$ cat config.mk
export PLATFORM = sky130hd
export DESIGN_NAME = div_unit_flat
export DESIGN_NICKNAME = d
export VERILOG_FILES = /design/src/rtl/div_unit_pkg.sv /design/src/rtl/div_unit_if.sv /design/src/rtl/div_abs.sv /design/src/rtl/div_unit.sv /design/src/flat_wrapper.sv
export SDC_FILE = /design/constraint.sdc
export NUM_CORES = 1
export LEC_CHECK = 0
export CORE_ASPECT_RATIO = 1.75
export CORE_MARGIN = 2
export CORE_UTILIZATION = 40
export CTS_CLUSTER_DIAMETER = 50
export DETAILED_ROUTE_END_ITERATION = 16
export MAX_ROUTING_LAYER = met4
export SYNTH_ARGS = -nofsm -noshare
export SYNTH_HDL_FRONTEND = slang
export SYNTH_SLANG_ARGS = --single-unit
$ cat constraint.sdc
create_clock -name clk -period 4 [get_ports clk]
set_clock_uncertainty 0.1 [all_clocks]
set_input_delay 0.4 -clock clk [delete_from_list [all_inputs] [get_ports clk]]
set_output_delay 0.4 -clock clk [all_outputs]
set_load 0.1 [all_outputs]
$ cat src/rtl/div_unit_pkg.sv
// Shared constants and state encoding for the multi-cycle DIV/DIVU unit.
// Also carries the DIV/DIVU control codes that decode uses to drive start/signed_div.
package div_unit_pkg;

    localparam logic [5:0] DIV_CONTROL  = 6'h1A;
    localparam logic [5:0] DIVU_CONTROL = 6'h1B;

    localparam int unsigned DIV_ITERS    = 32;
    localparam logic [5:0]  DIV_CNT_LAST = 6'(DIV_ITERS - 1);

    typedef enum logic [1:0] {
        DIV_IDLE = 2'd0,
        DIV_BUSY = 2'd1,
        DIV_DONE = 2'd2
    } div_state_e;

    function automatic logic is_last_iter(input logic [5:0] cnt);
        return (cnt == DIV_CNT_LAST);
    endfunction

endpackage

$ cat src/rtl/div_unit_if.sv
// Execute-stage request/response bundle between the pipeline and div_unit.
interface div_unit_if #(parameter int DATA_W = 32);

    logic [DATA_W-1:0] a;
    logic [DATA_W-1:0] b;
    logic              signed_div;
    logic              start;
    logic              annul;
    logic              stall_o;
    logic              valid_o;
    logic [DATA_W-1:0] hi_div_out;
    logic [DATA_W-1:0] lo_div_out;

    modport master (
        output a, b, signed_div, start, annul,
        input  stall_o, valid_o, hi_div_out, lo_div_out
    );

    modport slave (
        input  a, b, signed_div, start, annul,
        output stall_o, valid_o, hi_div_out, lo_div_out
    );

endinterface

$ cat src/rtl/div_abs.sv
// Conditional two's-complement negate; used for operand magnitudes and result sign fixes.
module div_abs #(parameter int DATA_W = 32) (
    input  logic [DATA_W-1:0] value,
    input  logic              en,
    output logic [DATA_W-1:0] result
);

    assign result = en ? (~value + {{(DATA_W-1){1'b0}}, 1'b1}) : value;

endmodule

$ cat src/rtl/div_unit.sv
// Radix-2 restoring divider for MIPS DIV/DIVU: quotient to LO, remainder to HI.
// Optional DIV_EARLY_OUT_EN finishes in one cycle when |a| < |b|.
module div_unit
    import div_unit_pkg::*;
#(
    parameter int DATA_W = 32
) (
    input  logic       clk,
    input  logic       resetn,
    div_unit_if.slave  bus
);

    div_state_e        state_r, state_s;
    logic [DATA_W-1:0] rem_r, rem_s;
    logic [DATA_W-1:0] quo_r, quo_s;
    logic [DATA_W-1:0] dvs_r, dvs_s;
    logic [5:0]        cnt_r, cnt_s;
    logic              q_neg_r, q_neg_s;
    logic              r_neg_r, r_neg_s;

    logic [DATA_W-1:0] mag_a_s, mag_b_s, quo_fix_s, rem_fix_s;
    logic [DATA_W:0]   rem_sh_s, trial_s;
    logic              accept_s, b_zero_s, early_s;
    logic              stall_s, valid_s;

    div_abs #(.DATA_W(DATA_W)) u_abs_a (
        .value (bus.a),
        .en    (bus.signed_div & bus.a[DATA_W-1]),
        .result(mag_a_s)
    );

    div_abs #(.DATA_W(DATA_W)) u_abs_b (
        .value (bus.b),
        .en    (bus.signed_div & bus.b[DATA_W-1]),
        .result(mag_b_s)
    );

    div_abs #(.DATA_W(DATA_W)) u_fix_quo (
        .value (quo_r),
        .en    (q_neg_r),
        .result(quo_fix_s)
    );

    div_abs #(.DATA_W(DATA_W)) u_fix_rem (
        .value (rem_r),
        .en    (r_neg_r),
        .result(rem_fix_s)
    );

    assign accept_s = resetn & (state_r == DIV_IDLE) & bus.start & ~bus.annul;
    assign b_zero_s = (bus.b == {DATA_W{1'b0}});
    assign rem_sh_s = {rem_r, quo_r[DATA_W-1]};
    assign trial_s  = rem_sh_s - {1'b0, dvs_r};

`ifdef DIV_EARLY_OUT_EN
    assign early_s = ~b_zero_s & (mag_a_s < mag_b_s);
`else
    assign early_s = 1'b0;
`endif

    // Next-state, datapath update and handshake outputs.
    always_comb begin
        state_s = state_r;
        rem_s   = rem_r;
        quo_s   = quo_r;
        dvs_s   = dvs_r;
        cnt_s   = cnt_r;
        q_neg_s = q_neg_r;
        r_neg_s = r_neg_r;
        stall_s = 1'b0;
        valid_s = 1'b0;
        case (state_r)
            DIV_IDLE: begin
                if (accept_s) begin
                    stall_s = 1'b1;
                    dvs_s   = mag_b_s;
                    cnt_s   = 6'd0;
                    r_neg_s = bus.signed_div & bus.a[DATA_W-1];
                    q_neg_s = bus.signed_div & (bus.a[DATA_W-1] ^ bus.b[DATA_W-1]);
                    rem_s   = mag_a_s;
                    if (b_zero_s) begin
                        // Remainder keeps its sign fix so HI reproduces a; quotient stays all-ones.
                        quo_s   = {DATA_W{1'b1}};
                        q_neg_s = 1'b0;
                        state_s = DIV_DONE;
                    end else if (early_s) begin
                        quo_s   = {DATA_W{1'b0}};
                        state_s = DIV_DONE;
                    end else begin
                        quo_s   = mag_a_s;
                        rem_s   = {DATA_W{1'b0}};
                        state_s = DIV_BUSY;
                    end
                end else begin
                    state_s = DIV_IDLE;
                end
            end
            DIV_BUSY: begin
                stall_s = 1'b1;
                if (bus.annul) begin
                    state_s = DIV_IDLE;
                end else begin
                    quo_s = {quo_r[DATA_W-2:0], ~trial_s[DATA_W]};
                    rem_s = trial_s[DATA_W] ? rem_sh_s[DATA_W-1:0] : trial_s[DATA_W-1:0];
                    cnt_s = cnt_r + 6'd1;
                    if (is_last_iter(cnt_r)) begin
                        state_s = DIV_DONE;
                    end else begin
                        state_s = DIV_BUSY;
                    end
                end
            end
            DIV_DONE: begin
                valid_s = ~bus.annul;
                state_s = DIV_IDLE;
            end
            default: begin
                state_s = DIV_IDLE;
            end
        endcase
    end

    // State and datapath registers.
    always_ff @(posedge clk or negedge resetn) begin
        if (!resetn) begin
            state_r <= DIV_IDLE;
            rem_r   <= {DATA_W{1'b0}};
            quo_r   <= {DATA_W{1'b0}};
            dvs_r   <= {DATA_W{1'b0}};
            cnt_r   <= 6'd0;
            q_neg_r <= 1'b0;
            r_neg_r <= 1'b0;
        end else begin
            state_r <= state_s;
            rem_r   <= rem_s;
            quo_r   <= quo_s;
            dvs_r   <= dvs_s;
            cnt_r   <= cnt_s;
            q_neg_r <= q_neg_s;
            r_neg_r <= r_neg_s;
        end
    end

    assign bus.stall_o    = stall_s;
    assign bus.valid_o    = valid_s;
    assign bus.hi_div_out = valid_s ? rem_fix_s : {DATA_W{1'b0}};
    assign bus.lo_div_out = valid_s ? quo_fix_s : {DATA_W{1'b0}};

endmodule
$ cat src/flat_wrapper.sv
// flat-port wrapper written by rule: the top's interface ports become plain ports
module div_unit_flat import div_unit_pkg::*;
#(
    parameter int DATA_W = 32
)
  (clk, resetn, bus_a, bus_b, bus_signed_div, bus_start, bus_annul, bus_stall_o, bus_valid_o, bus_hi_div_out, bus_lo_div_out);
  div_unit_if #(.DATA_W(DATA_W)) bus_i ();
  input  logic clk;
  input  logic resetn;
  input wire logic [$bits(bus_i.a)-1:0] bus_a;
  input wire logic [$bits(bus_i.b)-1:0] bus_b;
  input wire logic [$bits(bus_i.signed_div)-1:0] bus_signed_div;
  input wire logic [$bits(bus_i.start)-1:0] bus_start;
  input wire logic [$bits(bus_i.annul)-1:0] bus_annul;
  output wire logic [$bits(bus_i.stall_o)-1:0] bus_stall_o;
  output wire logic [$bits(bus_i.valid_o)-1:0] bus_valid_o;
  output wire logic [$bits(bus_i.hi_div_out)-1:0] bus_hi_div_out;
  output wire logic [$bits(bus_i.lo_div_out)-1:0] bus_lo_div_out;
  assign bus_i.a = bus_a;
  assign bus_i.b = bus_b;
  assign bus_i.signed_div = bus_signed_div;
  assign bus_i.start = bus_start;
  assign bus_i.annul = bus_annul;
  assign bus_stall_o = bus_i.stall_o;
  assign bus_valid_o = bus_i.valid_o;
  assign bus_hi_div_out = bus_i.hi_div_out;
  assign bus_lo_div_out = bus_i.lo_div_out;
  div_unit #(.DATA_W(DATA_W)) u_core (.clk(clk), .resetn(resetn), .bus(bus_i));
endmodule
# Word level (Yosys, flattened, before mapping)
# Cells that the tools add are included.
[totals]
register_bits = 106
in_bits = 69
word_cells = 63
[op_classes]
add_sub_neg = 6
n_eq_ne = 5
n_mux = 27
n_bitwise = 13
n_reduce_logical = 5
[op_table]
columns = ["operator", "n"]
rows = [
  ["two-way mux 32 bit", 13],
  ["adder 32 x 1 -> 32 bit (second input constant)", 4],
  ["inverter 32 bit", 4],
  ["case mux 32 bit (2 select lines)", 2],
  ["subtractor 33 x 32 -> 33 bit", 1],
  ["zero test 32 bit", 1],
  ["two-way mux 6 bit", 2],
  ["case mux 6 bit (2 select lines)", 1],
  ["two-way mux 2 bit", 4],
  ["adder 6 x 1 -> 6 bit (second input constant)", 1],
  ["bitwise AND 1 bit", 6],
  ["== test 6 x 5 -> 1 bit (second input constant)", 1],
  ["case mux 2 bit (2 select lines)", 1],
  ["two-way mux 1 bit", 3],
  ["AND reduction 3 bit", 1],
  ["== test 2 x 1 -> 1 bit (second input constant)", 1],
  ["== test 2 bit (second input constant)", 1],
  ["zero test 2 bit", 1],
  ["inequality test 2 x 1 -> 1 bit (second input constant)", 1],
  ["inequality test 2 bit (second input constant)", 1],
  ["inverter 1 bit", 2],
  ["case mux 1 bit (2 select lines)", 1],
  ["AND reduction 2 bit", 1],
  ["nonzero test 2 bit", 1],
  ["bitwise XOR 1 bit", 1],
]

# Longest topological paths before layout
[logic_depth]
word_depth = 6
ltp_mapped = 14
depth_no_buf = 12

# Cells and area by module
# Synthesis repeated with hierarchy kept, for this count alone.
[hier_totals]
hier_cells = 1331
area_unflattened_um2 = 10582.6
[modules_own_cells]
columns = ["mod", "n_inst", "cells_per_inst", "area_each_um2", "seq_area_each_um2"]
rows = [
  ["div_unit", 1, 935, 7474.7, 2652.5],
  ["div_abs", 4, 99, 777.0, 0.0],
]

# Worst setup path before layout
# Ideal clock, no wire load.
[synth_timing]
kind = "reg-to-output"
from = "register u_core.quo_r[0]"
to = "output bus_lo_div_out[28]"
t_arrival_ns = 4.028
required_time_ns = 3.500
path_slack_ns = -0.528
stages_incl_launch_ff = 12
n_path_buf = 0
path_cell_list = "dfrtp_1 > inv_1 > ha_1 > nor2b_1 > nand3_1 > or4_1 > or4_4 > or4_4 > nand2b_1 > o31ai_1 > xor2_1 > nor2_1"
[synth_between]
elab_chain_cells = 4
[synth_rtl]
columns = ["item", "line_no", "text"]
rows = [
  ["start, declared", "div_unit.sv:15", "logic [DATA_W-1:0] quo_r, quo_s;"],
  ["start signal, assigned", "div_unit.sv:128", "quo_r <= {DATA_W{1'b0}};"],
  ["start signal, assigned", "div_unit.sv:136", "quo_r <= quo_s;"],
  ["inverter 32 bit", "div_abs.sv:8", "assign result = en ? (~value + {{(DATA_W-1){1'b0}}, 1'b1}) : value;"],
  ["adder 32 x 1 -> 32 bit", "div_abs.sv:8", ""],
  ["two-way mux 32 bit", "div_abs.sv:8", ""],
  ["two-way mux 32 bit", "div_unit.sv:147", "assign bus.lo_div_out = valid_s ? quo_fix_s : {DATA_W{1'b0}};"],
  ["end, declared", "flat_wrapper.sv:18", "output wire logic [$bits(bus_i.lo_div_out)-1:0] bus_lo_div_out;"],
]
# No other way between the ends.

# Final worst setup path
[layout_timing]
from = "register u_core.quo_r[1]"
to = "output bus_lo_div_out[28]"
# Same word-level chain as after synthesis.

==> flow_summary.toml <==
[run_status]
status = "finished, final reports clean"

[die]
dieArea_sq_um = 24800
die_w_microns = 120
num_io_pins = 135
die_h_microns = 207
rows = 74
start_util_pct = 40.5
core_area_sq_um = 23200

[yosys]
syn-cell-area_sq_um = 9420
ys.warnings.count = 0
avgSynthCellArea_sq_um = 7.49
yosysSeqAreaShare_pct = 28.2
synthTopCellsByArea = "dfrtp_1 28%, xor2_1 8.0%, nor2_1 6.5%"
yosysTopAreaCellShare_pct = 28.2
synthFlopType = "dfrtp_1"
synth_edf_count = 0
synthArstFlopShare_pct = 100
ys_ff_latch = 106
syn_nets = 1364
synthCells = 1257
synth_top_cell_by_area = "dfrtp_1"
netlist-cell-type-count = 59

[cts]
cts_buffer_depth = 2
cts_root_buf = "clkbuf_16"
cts_tree = "built"
cts_made_buffers = 9
cts_sinks = 106
clk_latency_ps = 360
clkTransAtPathRegs_ps = 70
cts_hold_buf = 0
h-tree-depth = 3

[grt]
antenna_found_initial = 0
track_usage_pct = 24.7
grt_max_degree = 71
grt_pass1_vias = 9045
grt_pass1_wl_microns = 47200
grt-ovfl-total = 0

[timing]
rsz0062_at_grt = "yes"
period_needed_ps = 3960
finalCritPeriodShare_pct = 99.1
hold_slack_ps = 61.2
worstMarginPinSlew_ps = 1130
setup_ws_ps = 37.2
finalHoldViolations = 0
fmax_mhz = 252
timing.slew.headroom_pct = 24.6
drv_slew = 0
tns_ps = 0
finalSetupViolations = 0

[hold_path]
hp-class = "in2async"

[setup_path]
crit_top_cell = "or4_4"
cp_cell_sequence = "inv_2 -> ha_4 -> nor2b_4 -> nand3_2 -> or4_4 -> or4_4 -> or4_4 -> nand2b_4 -> o31ai_4 -> xor2_1 -> nor2_2 -> buf_12"
cp.required_ps = 3500
cp.arrival_ps = 3460
start_kind = "register"
crit_family = "simple AND/OR/NAND/NOR gates"
crit_buf_inv = 2
crit_fanout = 4
slowest_delay_ps = 480
crit_path_end_kind = "output pin"
worst-setup-path-type = "reg2out"
slowest_stage = "or4_4"

[cells_and_area]
fin_cells = 1680
drive_gt1_share_pct = 12.8
final_common_cell = "nor2_1"
fin_nets = 1479
final_cell_mix = "144 x nor2_1, 119 x a21oi_1, 117 x o21ai_0"
final_util_pct = 50.8
num_antenna_cells = 0
area_growth_pct = 25.4
design_area_sq_um = 11800

[place]
place_ws_ps = 120
place_congestion = 0.927
post-place-cells = 1663
post-dp-hpwl_microns = 23500
portBuffers = 134
place_area_sq_um = 11400

[route]
ant_nets = 0
vias_per_cell = 5.57
drc_errors = 0
vias = 9351
post_drt_wl_per_cell_microns = 17.6
drt_pass1_iterations = 5
finalWirelength_microns = 29600
first_iter_violations = 590

[pwr]
power_density_nw_per_um2 = 574
power_mw = 6.78
intPower_mw = 3.62
switchingPower_mw = 3.16
seqPwrFrac_pct = 27.2
switching_share_pct = 46.7
p_clk_share_pct = 13.8
power_frac_comb_pct = 59.0
ir_drop_uv = 325
cellLeakagePower_nw = 4.88

[job]
cap_violations = 0
logic make-up after synthesis:
logic type | share of synthesized area [%]
AO/OA/AOI/OAI | 23.6
AND/OR/NAND/NOR | 22.0
XOR/XNOR | 13.8
flip-flops | 28.2
buffers and inverters | 4.98
multiplexers | 2.35
adder cells (fa/ha/maj) | 5.13
area by class of cell:
cell class	instances	area (sq um)
clock inverters	4	51.3
clock buffers	11	253
multi-input cells	1027	6470
fillers	2336	11400
flip-flops and latches	106	2650
repair buffers	169	1790
inverters	59	221
well taps	304	380
cells in the mapped netlist, types with 13 or more instances:
| master | number |
|---|---|
| o22ai_1 | 19 |
| a31oi_1 | 14 |
| nor2_1 | 164 |
| o31ai_1 | 24 |
| mux2i_1 | 21 |
| o41ai_1 | 13 |
| or4_1 | 14 |
| clkbuf_1 | 53 |
| nor3_1 | 34 |
| ha_1 | 37 |
| o21ai_0 | 120 |
| xnor2_1 | 62 |
| nand2_1 | 115 |
| dfrtp_1 | 106 |
| xor2_1 | 86 |
| nand3_1 | 32 |
| nand2b_1 | 18 |
| a21oi_1 | 119 |
| inv_1 | 59 |
power by group through the flow:
stage / clock network, mW / logic (mW) / registers (mW)
finish: 0.935 / 4.00 / 1.85
global route: 0.990 / 4.44 / 1.90
floorplan: 0 / 2.98 / 1.68
CTS: 0.952 / 3.97 / 1.83
detailed placement: 0 / 3.94 / 1.84
global placement: 0 / 3.92 / 1.83
registers in the layout (all words and copies together) (netlist names):
name	flops
u_core.cnt_r	6
u_core.dvs_r	32
u_core.q_neg_r	1
u_core.quo_r	32
u_core.r_neg_r	1
u_core.rem_r	32
u_core.state_r	2
worst paths after layout:
| kind | startpoint | endpoint | slack (ps) | cells past startpoint |
|---|---|---|---|---|
| worst min-delay path | resetn | u_core.dvs_r[30]$_DFFE_PN0P_ | 60 | 2 |
| min in group clk | u_core.dvs_r[11]$_DFFE_PN0P_ | u_core.dvs_r[11]$_DFFE_PN0P_ | 380 | 2 |
| worst min register to register | u_core.dvs_r[11]$_DFFE_PN0P_ | u_core.dvs_r[11]$_DFFE_PN0P_ | 380 | 2 |
| worst max register to register | u_core.quo_r[31]$_DFFE_PN0P_ | u_core.rem_r[8]$_DFFE_PN0P_ | 400 | 14 |
| worst max-delay path | u_core.quo_r[1]$_DFFE_PN0P_ | bus_lo_div_out[28] | 40 | 12 |
| max in group asynchronous | resetn | u_core.quo_r[1]$_DFFE_PN0P_ | 2340 | 3 |
layer usage:
metal / share of wire, % / vias to the layer above / track usage [%]
met5: 0 / - / -
met4: 2.6 / 0 / 8.19
met3: 3.2 / 40 / 1.79
met2: 54 / 222 / 45.8
met1: 40 / 4424 / 28.1
li1: - / 4665 / -
what timing repair did:
item,in CTS,in global routing
resized for setup,12,13
pin swaps,5,2
setup buffers,1,1
gates cloned,0,0
endpoints found under the setup margin,9,12
(Power assumes the default switching activity.)
